File: src/rtl/vtg_programmable.sv
// rtl/vtg_programmable.sv - run-time programmable video timing generator
module vtg_programmable #(
    parameter int   CNT_W       = 12,
    parameter int   FRM_W       = 8,
    parameter int   DEF_H_TOTAL = 799,
    parameter int   DEF_H_SYNC  = 95,
    parameter int   DEF_H_START = 143,
    parameter int   DEF_H_END   = 783,
    parameter int   DEF_V_TOTAL = 524,
    parameter int   DEF_V_SYNC  = 1,
    parameter int   DEF_V_START = 34,
    parameter int   DEF_V_END   = 514,
    parameter logic DEF_HS_POL  = 1'b0,
    parameter logic DEF_VS_POL  = 1'b0
) (
    input  logic             clk,
    input  logic             reset,
    input  logic             run,
    input  logic             cfg_valid,
    output logic             cfg_ready,
    input  logic [CNT_W-1:0] cfg_h_total,
    input  logic [CNT_W-1:0] cfg_h_sync,
    input  logic [CNT_W-1:0] cfg_h_start,
    input  logic [CNT_W-1:0] cfg_h_end,
    input  logic [CNT_W-1:0] cfg_v_total,
    input  logic [CNT_W-1:0] cfg_v_sync,
    input  logic [CNT_W-1:0] cfg_v_start,
    input  logic [CNT_W-1:0] cfg_v_end,
    input  logic             cfg_hs_pol,
    input  logic             cfg_vs_pol,
    output logic             cfg_applied,
    output logic             cfg_err,
    output logic             vid_hs,
    output logic             vid_vs,
    output logic             vid_de,
    output logic [CNT_W-1:0] pix_x,
    output logic [CNT_W-1:0] pix_y,
    output logic             sof,
    output logic             sol,
    output logic [FRM_W-1:0] frame_cnt
);

    typedef struct packed {
        logic [CNT_W-1:0] h_total;
        logic [CNT_W-1:0] h_sync;
        logic [CNT_W-1:0] h_start;
        logic [CNT_W-1:0] h_end;
        logic [CNT_W-1:0] v_total;
        logic [CNT_W-1:0] v_sync;
        logic [CNT_W-1:0] v_start;
        logic [CNT_W-1:0] v_end;
        logic             hs_pol;
        logic             vs_pol;
    } timing_t;

    localparam timing_t DEF_SET = '{
        h_total: CNT_W'(DEF_H_TOTAL),
        h_sync:  CNT_W'(DEF_H_SYNC),
        h_start: CNT_W'(DEF_H_START),
        h_end:   CNT_W'(DEF_H_END),
        v_total: CNT_W'(DEF_V_TOTAL),
        v_sync:  CNT_W'(DEF_V_SYNC),
        v_start: CNT_W'(DEF_V_START),
        v_end:   CNT_W'(DEF_V_END),
        hs_pol:  DEF_HS_POL,
        vs_pol:  DEF_VS_POL
    };

    localparam logic [CNT_W-1:0] CNT_ONE = CNT_W'(1);
    localparam logic [FRM_W-1:0] FRM_ONE = FRM_W'(1);

    timing_t          act_set;
    timing_t          shadow_set;
    timing_t          cfg_word;
    logic             pending;
    logic [CNT_W-1:0] h_cnt;
    logic [CNT_W-1:0] v_cnt;

    logic             cfg_ok;
    logic             frame_end;
    logic             do_apply;
    logic             hs_int;
    logic             vs_int;
    logic             h_act;
    logic             v_act;
    logic             de_int;
    logic [CNT_W-1:0] x_int;
    logic [CNT_W-1:0] y_int;

    assign cfg_word = '{
        h_total: cfg_h_total, h_sync: cfg_h_sync, h_start: cfg_h_start, h_end: cfg_h_end,
        v_total: cfg_v_total, v_sync: cfg_v_sync, v_start: cfg_v_start, v_end: cfg_v_end,
        hs_pol: cfg_hs_pol, vs_pol: cfg_vs_pol
    };

    // A word is only usable if sync, porch and active regions are strictly ordered inside the total
    assign cfg_ok = (cfg_word.h_sync < cfg_word.h_start) && (cfg_word.h_start < cfg_word.h_end) &&
                    (cfg_word.h_end <= cfg_word.h_total) &&
                    (cfg_word.v_sync < cfg_word.v_start) && (cfg_word.v_start < cfg_word.v_end) &&
                    (cfg_word.v_end <= cfg_word.v_total);

    assign frame_end = run && (h_cnt == act_set.h_total) && (v_cnt == act_set.v_total);
    // While stopped the counters sit at (0,0), so a pending word can be taken without tearing a frame
    assign do_apply  = pending && (frame_end || !run);
    assign cfg_ready = !pending;

    assign hs_int = h_cnt <= act_set.h_sync;
    assign vs_int = v_cnt <= act_set.v_sync;
    assign h_act  = (h_cnt > act_set.h_start) && (h_cnt <= act_set.h_end);
    assign v_act  = (v_cnt > act_set.v_start) && (v_cnt <= act_set.v_end);
    assign de_int = h_act && v_act;
    assign x_int  = h_cnt - act_set.h_start - CNT_ONE;
    assign y_int  = v_cnt - act_set.v_start - CNT_ONE;

    // Config capture into the shadow set and frame-boundary transfer to the active set
    always_ff @(posedge clk or posedge reset) begin
        if (reset) begin
            act_set     <= DEF_SET;
            shadow_set  <= DEF_SET;
            pending     <= 1'b0;
            cfg_applied <= 1'b0;
            cfg_err     <= 1'b0;
        end else begin
            cfg_applied <= do_apply;
            cfg_err     <= cfg_valid && !cfg_ok;
            if (do_apply) begin
                act_set <= shadow_set;
            end
            // A fresh word arriving on the apply cycle lands in the shadow after the old one was taken
            if (cfg_valid && cfg_ok) begin
                shadow_set <= cfg_word;
                pending    <= 1'b1;
            end else if (do_apply) begin
                pending <= 1'b0;
            end
        end
    end

    // Horizontal/vertical position counters, parked at the origin while stopped
    always_ff @(posedge clk or posedge reset) begin
        if (reset) begin
            h_cnt <= '0;
            v_cnt <= '0;
        end else if (!run) begin
            h_cnt <= '0;
            v_cnt <= '0;
        end else if (h_cnt == act_set.h_total) begin
            h_cnt <= '0;
            v_cnt <= (v_cnt == act_set.v_total) ? '0 : v_cnt + CNT_ONE;
        end else begin
            h_cnt <= h_cnt + CNT_ONE;
        end
    end

    // Registered decode of the current counter position
    always_ff @(posedge clk or posedge reset) begin
        if (reset) begin
            vid_hs <= !DEF_HS_POL;
            vid_vs <= !DEF_VS_POL;
            vid_de <= 1'b0;
            pix_x  <= '0;
            pix_y  <= '0;
            sol    <= 1'b0;
            sof    <= 1'b0;
        end else if (!run) begin
            vid_hs <= !act_set.hs_pol;
            vid_vs <= !act_set.vs_pol;
            vid_de <= 1'b0;
            pix_x  <= '0;
            pix_y  <= '0;
            sol    <= 1'b0;
            sof    <= 1'b0;
        end else begin
            vid_hs <= act_set.hs_pol ? hs_int : !hs_int;
            vid_vs <= act_set.vs_pol ? vs_int : !vs_int;
            vid_de <= de_int;
            pix_x  <= de_int ? x_int : '0;
            pix_y  <= de_int ? y_int : '0;
            sol    <= de_int && (x_int == '0);
            sof    <= de_int && (x_int == '0) && (y_int == '0);
        end
    end

    // Completed-frame counter, free-running modulo 2^FRM_W
    always_ff @(posedge clk or posedge reset) begin
        if (reset) begin
            frame_cnt <= '0;
        end else if (frame_end) begin
            frame_cnt <= frame_cnt + FRM_ONE;
        end
    end

endmodule

File: config.mk
export PLATFORM = sky130hd
export DESIGN_NAME = vtg_programmable
export DESIGN_NICKNAME = d
export VERILOG_FILES = /design/src/rtl/vtg_programmable.sv
export SDC_FILE = /design/constraint.sdc
export NUM_CORES = 1
export LEC_CHECK = 0
export ABC_AREA = 1
export BUFFER_PORTS_ARGS = -buffer_cell sky130_fd_sc_hd__buf_2
export CORE_AREA = 10 10 176 178
export CTS_BUF_LIST = sky130_fd_sc_hd__clkbuf_4
export DETAILED_ROUTE_END_ITERATION = 8
export DIE_AREA = 0 0 186 188
export GPL_ROUTABILITY_DRIVEN = 0
export PLACE_DENSITY_LB_ADDON = 0.05
export SLEW_MARGIN = 5
export SYNTH_ARGS = -nofsm -noshare
export SYNTH_HDL_FRONTEND = slang
export SYNTH_SLANG_ARGS = --single-unit
File: constraint.sdc
create_clock -name clk -period 10.5 [get_ports clk]
set_clock_uncertainty 0.15 [all_clocks]
set_input_delay 1.575 -clock clk [delete_from_list [all_inputs] [get_ports clk]]
set_output_delay 1.575 -clock clk [all_outputs]
set_load 0.02 [all_outputs]
==> results of run 1 <==
## Yosys cell counts, types with 14 or more instances
cell type	number	share of area, %
nand2_1	685	17
inv_1	269	6.5
dfrtp_1	194	31
nand3_1	153	4.9
ha_1	145	12
nand4_1	123	5.0
nor2_1	93	2.3
dfstp_2	66	11
a21oi_1	61	2.0
clkbuf_1	34	0.82
buf_2	30	0.97
o21ai_0	21	0.68
xor2_1	21	1.2
xnor2_1	20	1.1
nor3_1	14	0.45
## flip-flops by register name (all words and copies together) (netlist names), 8 cells and up
signal / flops
act_set: 98
pix_y: 12
shadow_set: 98
h_cnt: 12
v_cnt: 12
pix_x: 12
frame_cnt: 8
## power groups by stage
stage | clock network [mW] | logic (mW) | registers [mW]
finish | 0.933 | 1.70 | 1.77
CTS | 0.961 | 1.71 | 1.77
global route | 1.02 | 1.97 | 1.82
global placement | 0 | 1.65 | 1.78
detailed placement | 0 | 1.70 | 1.78
floorplan | 0 | 1.26 | 1.74
## critical path, cell delays in order
cell and delay [ns]:
buf_2 0.13, ha_1 0.31, nand4_1 0.12, nor2_1 0.16, nand4_1 0.25, a21oi_4 0.22
buf_4 0.72, nand4_4 0.13, buf_4 0.45, nand2_1 0.17, nand2_1 0.06
## metrics by stage
| step | total power, mW | instances | setup slack (ns) |
|---|---|---|---|
| final | 4.40 | 2538 | 6.51 |
| after global routing | 4.81 | 2538 | 6.32 |
| after CTS | 4.44 | 2537 | 6.56 |
| after detailed placement | 3.48 | 2413 | 5.86 |
| after global placement | 3.43 | 2413 | 5.95 |
| after floorplan | 3.00 | 1997 | 1.73 |
## metal layers
layer / track usage, % / part of all wire, % / up-vias
met3: 5.35 / 7.6 / 58
met5: 0 / 0 / -
met4: 6.76 / 2.0 / 0
li1: - / - / 6734
met1: 34.5 / 51 / 6154
met2: 29.9 / 39 / 402
## how the worst min path moves through the flow
stage	from	end	slack [ns]
floorplan	act_set[10]	act_set[10]	0.29
global placement	shadow_set[15]	shadow_set[15]	0.30
detailed placement	shadow_set[94]	shadow_set[94]	0.30
CTS	shadow_set[94]	shadow_set[94]	0.31
global route	shadow_set[94]	shadow_set[94]	0.33
finish	shadow_set[94]	shadow_set[94]	0.31
## logic make-up (layout without fill, tap and decap cells)
logic type | after synthesis | in the layout | synth area share (%)
and+or+nand+nor | 1089 | 1089 | 30.4
buffers and inverters | 350 | 544 | 8.94
adders and majority gates | 147 | 147 | 12.0
DFF | 260 | 260 | 42.5
AOI/OAI and AO/OA | 110 | 110 | 3.89
xor gates and xnor gates | 41 | 41 | 2.32
other | 0 | 1 | 0
## final cells by class
class | instances | area share [%]
Antenna cell | 1 | 0.0145
Clock buffer | 110 | 4.77
Clock inverter | 14 | 0.695
Inverter | 272 | 5.95
Multi-Input combinational cell | 1387 | 43.6
Sequential cell | 260 | 38.1
Tap cell | 346 | 2.50
Timing Repair Buffer | 148 | 4.38
==> results by group, run 1 <==
Global routing
  • Largest net degree at the start of global routing: 130
  • Initial antenna violation count: 1
  • First-pass GRT wire length: 64100 µm
  • Total track usage: 22.4%
  • Vias in the first global route: 12900
  • Total grt overflow: 0

Critical path
  • Critical Path Start Type: primary input
  • Max Fanout on Critical Path: 100
  • CP startpoint: cfg_h_end[9]
  • RR Endpoint: act_set[34]
  • Arr. time, crit path: 4.37 ns
  • Reg-to-Reg Start: act_set[95]
  • Reg2Reg Setup Slack: 7.19 ns
  • Crit path kind: in -> reg
  • Crit path capture type: flop
  • Worst R2R Path Depth: 12
  • Worst setup path endpoint: shadow_set[43]
  • Critical Path RT: 10.88 ns

Logic synthesis
  • Mapped Cells: 1997
  • Syn Nets: 2246
  • Ys flop type: dfrtp_1
  • Yosys Warn Count: 0
  • Synth unique cells: 35
  • Post-synth ARST share: 100%
  • Seq/Total Area, Yosys: between 40% and 50%
  • Seq cells post-synth: 260
  • Synth Cell Area: 15500 µm²
  • Avg Cell Area, Syn: about 7.8 µm²
  • Post-synth EDFFs: 0

Min path
  • Worst Hold Class: reg -> reg
  • Hold Crit Depth: 2

Die
  • Die Wd: 186 µm
  • Die height: 188 µm
  • # rows: between 60 and 70
  • Full die area: between 30000 and 40000 µm²
  • Io pins: roughly 140
  • Starting Density: between 50 and 60%
  • Core area: about 27000 µm²

Detailed routing
  • DR vias: 13300
  • Routed WL: 38700 µm
  • Post-route ant nets: 0
  • Routed len/inst: 15.3 µm
  • DR vias/cell: 5.26
  • DRC Markers: 0
  • DR pass1 iterations: 5
  • DRT iter0 DRCs: roughly 780

Clocking
  • Clock sinks: 260
  • Post-CTS setup buffers: 0
  • H-tree depth: 3
  • Clock buffer depth: 3
  • Total CTS buffers: 68
  • Clock-pin slew on the worst setup and hold paths: 0.06 ns
  • CTS tree: yes
  • Hold buffer count at CTS: 0
  • Clk_lat worst skew: 0.67 ns
  • Clock Root Buffer: clkbuf_4
  • Gates resized, CTS repair: 0

Final layout
  • Fin nets: around 2400
  • Storage cell area: 6590 µm²
  • Area occupied by multi-input gates: 7540 µm²
  • Most frequent cells in the layout: 685 x nand2_1, 268 x inv_1, 193 x dfrtp_1
  • Fillers: ~2500
  • Post-layout util: a little over three fifths
  • Commonest non-fill, non-tap cell in the layout: nand2_1
  • Fraction of layout cells with a size suffix above 1: approximately 16%
  • Area Growth Syn to Fin: 11.6%
  • Final instance area: 17300 µm²

Pwr
  • Gate power share: 38.6%
  • Clock share of power: 21.2%
  • Sw Share: approximately two fifths
  • Lkg Pwr: about 9.9 nW
  • Max VDD drop: 0.0890 mV
  • P_int: 2.62 mW
  • Pwr per Cell Area: 255 nW/µm²
  • Psw: 1.78 mW
  • Reg power frac: 40.3%

STA
  • Fin crit period: 3.99 ns
  • Slew Limit Fails: 0
  • Final Hold Vio Count: 0
  • Slew @ Worst Pin: 1.06 ns
  • FMAX: 0.251 GHz
  • Endpoints failing setup: 0
  • Relative slew slack: 29.7%
  • WHS: 0.312 ns
  • Fin Setup TNS: 0 ns
  • Period utilization: 38.0%
  • RSZ-0062 raised after global routing: no

Run status
  • Status: finished clean

Place
  • Cell Area, Placed: 16300 µm²
  • HPWL Detailed: 28700 µm
  • Port Buf Inserts: 141

Flow run
  • Max Cap Viol: 0
Note: power is estimated with default switching activity, not from simulation.
==> run 2: changes to the inputs <==
- CORE_AREA: 10 10 176 178 -> 10 10 178 180
- DIE_AREA: 0 0 186 188 -> 0 0 188 190
- clock period: 10.5 -> 3.3 ns (I/O delays scaled with it)
==> results by group, run 2 (synthesis gave the netlist of run 1 again) <==
Die
  • Die Wd: 188 µm
  • Full die area: 35700 µm²
  • Die height: 190 µm
  • # rows: between 60 and 70
  • Core area: 28200 µm²
  • Starting Density: between 50% and 60%
  • Io pins: 142

Clocking
  • Clock buffer depth: 3
  • H-tree depth: 3
  • Post-CTS setup buffers: 0
  • Clock Root Buffer: clkbuf_4
  • Gates resized, CTS repair: 0
  • Clock-pin slew on the worst setup and hold paths: 0.07 ns
  • Clk_lat worst skew: approximately 0.70 ns
  • Total CTS buffers: 70
  • CTS tree: yes
  • Clock sinks: 260

STA
  • Period utilization: between 90% and 100%
  • Slew Limit Fails: 0
  • Relative slew slack: a little under half
  • Final Hold Vio Count: 0
  • Endpoints failing setup: 0
  • FMAX: around 0.33 GHz
  • Fin crit period: 3.03 ns
  • Fin Setup TNS: 0 ns
  • Slew @ Worst Pin: slightly above 0.8 ns
  • RSZ-0062 raised after global routing: no
  • WHS: about 0.063 ns

Place
  • Port Buf Inserts: roughly 140
  • # placed instances: roughly 2500
  • HPWL Detailed: 30500 µm
  • Cell Area, Placed: 16600 µm²

Final layout
  • Most frequent cells in the layout: 685 x nand2_1, 268 x inv_1, 193 x dfrtp_1
  • Fraction of layout cells with a size suffix above 1: 15.8%
  • Final instance area: approximately 19000 µm²
  • Area Growth Syn to Fin: 19.8%
  • Fillers: 2470
  • Fin nets: 2506
  • Final Instance Count excl. Fillers: 2698
  • Top Registers: act_set x98, shadow_set x98
  • Commonest non-fill, non-tap cell in the layout: nand2_1

Critical path
  • Crit path cell chain: dlygate4sd3_1, buf_2, inv_1, ha_1, nand2_1, o21bai_1, nand3_1, a21oi_1, nand3_1, nor2_4, nand4_1, dlygate4sd3_1, nand2_1
  • Max Fanout on Critical Path: 13
  • Critical Path Slowest Stage Cell: dlygate4sd3_1
  • Delay of the slowest cell on the worst path: around 0.58 ns
  • Reg2Reg Setup Slack: approximately 0.80 ns
  • Crit path capture type: flop
  • Critical Path Start Type: primary input
  • Crit path kind: in -> reg
  • Critical Path RT: approximately 3.8 ns
  • Arr. time, crit path: 3.50 ns

Min path
  • Worst Hold Class: in -> reg

Global routing
  • First-pass GRT wire length: 70300 µm
  • Initial antenna violation count: 1
  • Largest net degree at the start of global routing: 100
  • Vias in the first global route: 13800
  • Total track usage: 23.8%
  • Total grt overflow: 0

Detailed routing
  • DR vias/cell: 5.19
  • DR vias: 14000
  • Routed len/inst: 15.8 µm
  • Routed WL: around 43000 µm
  • DRT iter0 DRCs: approximately 1000
  • Post-route ant nets: 0
  • DR pass1 iterations: 5
  • DRC Markers: 0

Pwr
  • Max VDD drop: 0.246 mV
  • Tot Pwr: 14.1 mW
  • Lkg Pwr: ~10 nW
  • Pwr per Cell Area: 762 nW/µm²

Flow run
  • Max Cap Viol: 0

Run status
  • Status: finished clean
[run 2: cell count changes in the layout (fill, tap and decap cells not counted), sizes merged]
| cell | delta |
|---|---|
| buf | +18 |
| dlygate4sd3 | +100 |
| clkinv | +3 |
| clkbuf | +1 |
| bufinv | -2 |
| inv | +2 |
[run 2: final cells by class]
cell class,count,area [µm²],area share (%)
Timing Repair Buffer,266,2020,10.9
Clock inverter,17,77.6,0.418
Multi-Input combinational cell,1387,7540,40.6
Inverter,272,1020,5.52
Sequential cell,260,6590,35.5
Tap cell,384,480,2.59
Clock buffer,111,833,4.49
Antenna cell,1,2.50,0.0135
[run 2: power breakdown]
group          internal (mW)  total, mW  leakage [nW]  switching, mW
sequential              4.76       5.66          3.28          0.896
combinational           2.05       5.62          6.61           3.56
clock                   1.53       2.86         0.546           1.33
total                   8.35       14.1          10.4           5.79
[run 2: worst max-delay path, delay by kind of cell]
family          cells  cell delay (ns)
buf+inv             4             1.36
simple gates        6             0.94
compound gates      2             0.44
fa+ha+maj           1             0.27
[run 2: metrics by stage]
stage / utilization, % / setup slack (ns)
floorplan: - / -0.719
detailed placement: 59.0 / 0.414
CTS: 65.7 / 0.358
global route: 65.7 / 0.168
finish: 65.7 / 0.272
global placement: 59.0 / 0.438
[run 2: metal layers]
| metal | track usage (%) | part of all wire, % |
|---|---|---|
| met5 | 0 | 0 |
| met4 | 8.09 | 2.4 |
| met3 | 5.47 | 7.6 |
| met2 | 34.1 | 41 |
| met1 | 34.7 | 48 |
[run 2: path summary, 6_finish.rpt]
kind	startpoint	endpoint	cells after the start
setup / recovery	cfg_h_start[10]	shadow_set[59]	13
max in group asynchronous	reset	act_set[64]	4
setup reg to reg	h_cnt[1]	act_set[48]	13
hold / removal	cfg_valid	shadow_set[94]	3
hold reg to reg	shadow_set[58]	act_set[58]	2
min in group asynchronous	reset	pix_y[1]	3
[run 2: what timing repair did]
| action | CTS | global route |
|---|---|---|
| setup endpoints to repair | 0 | 0 |
| endpoints found under the hold margin | 121 | 0 |
| hold buffers | 100 | 0 |
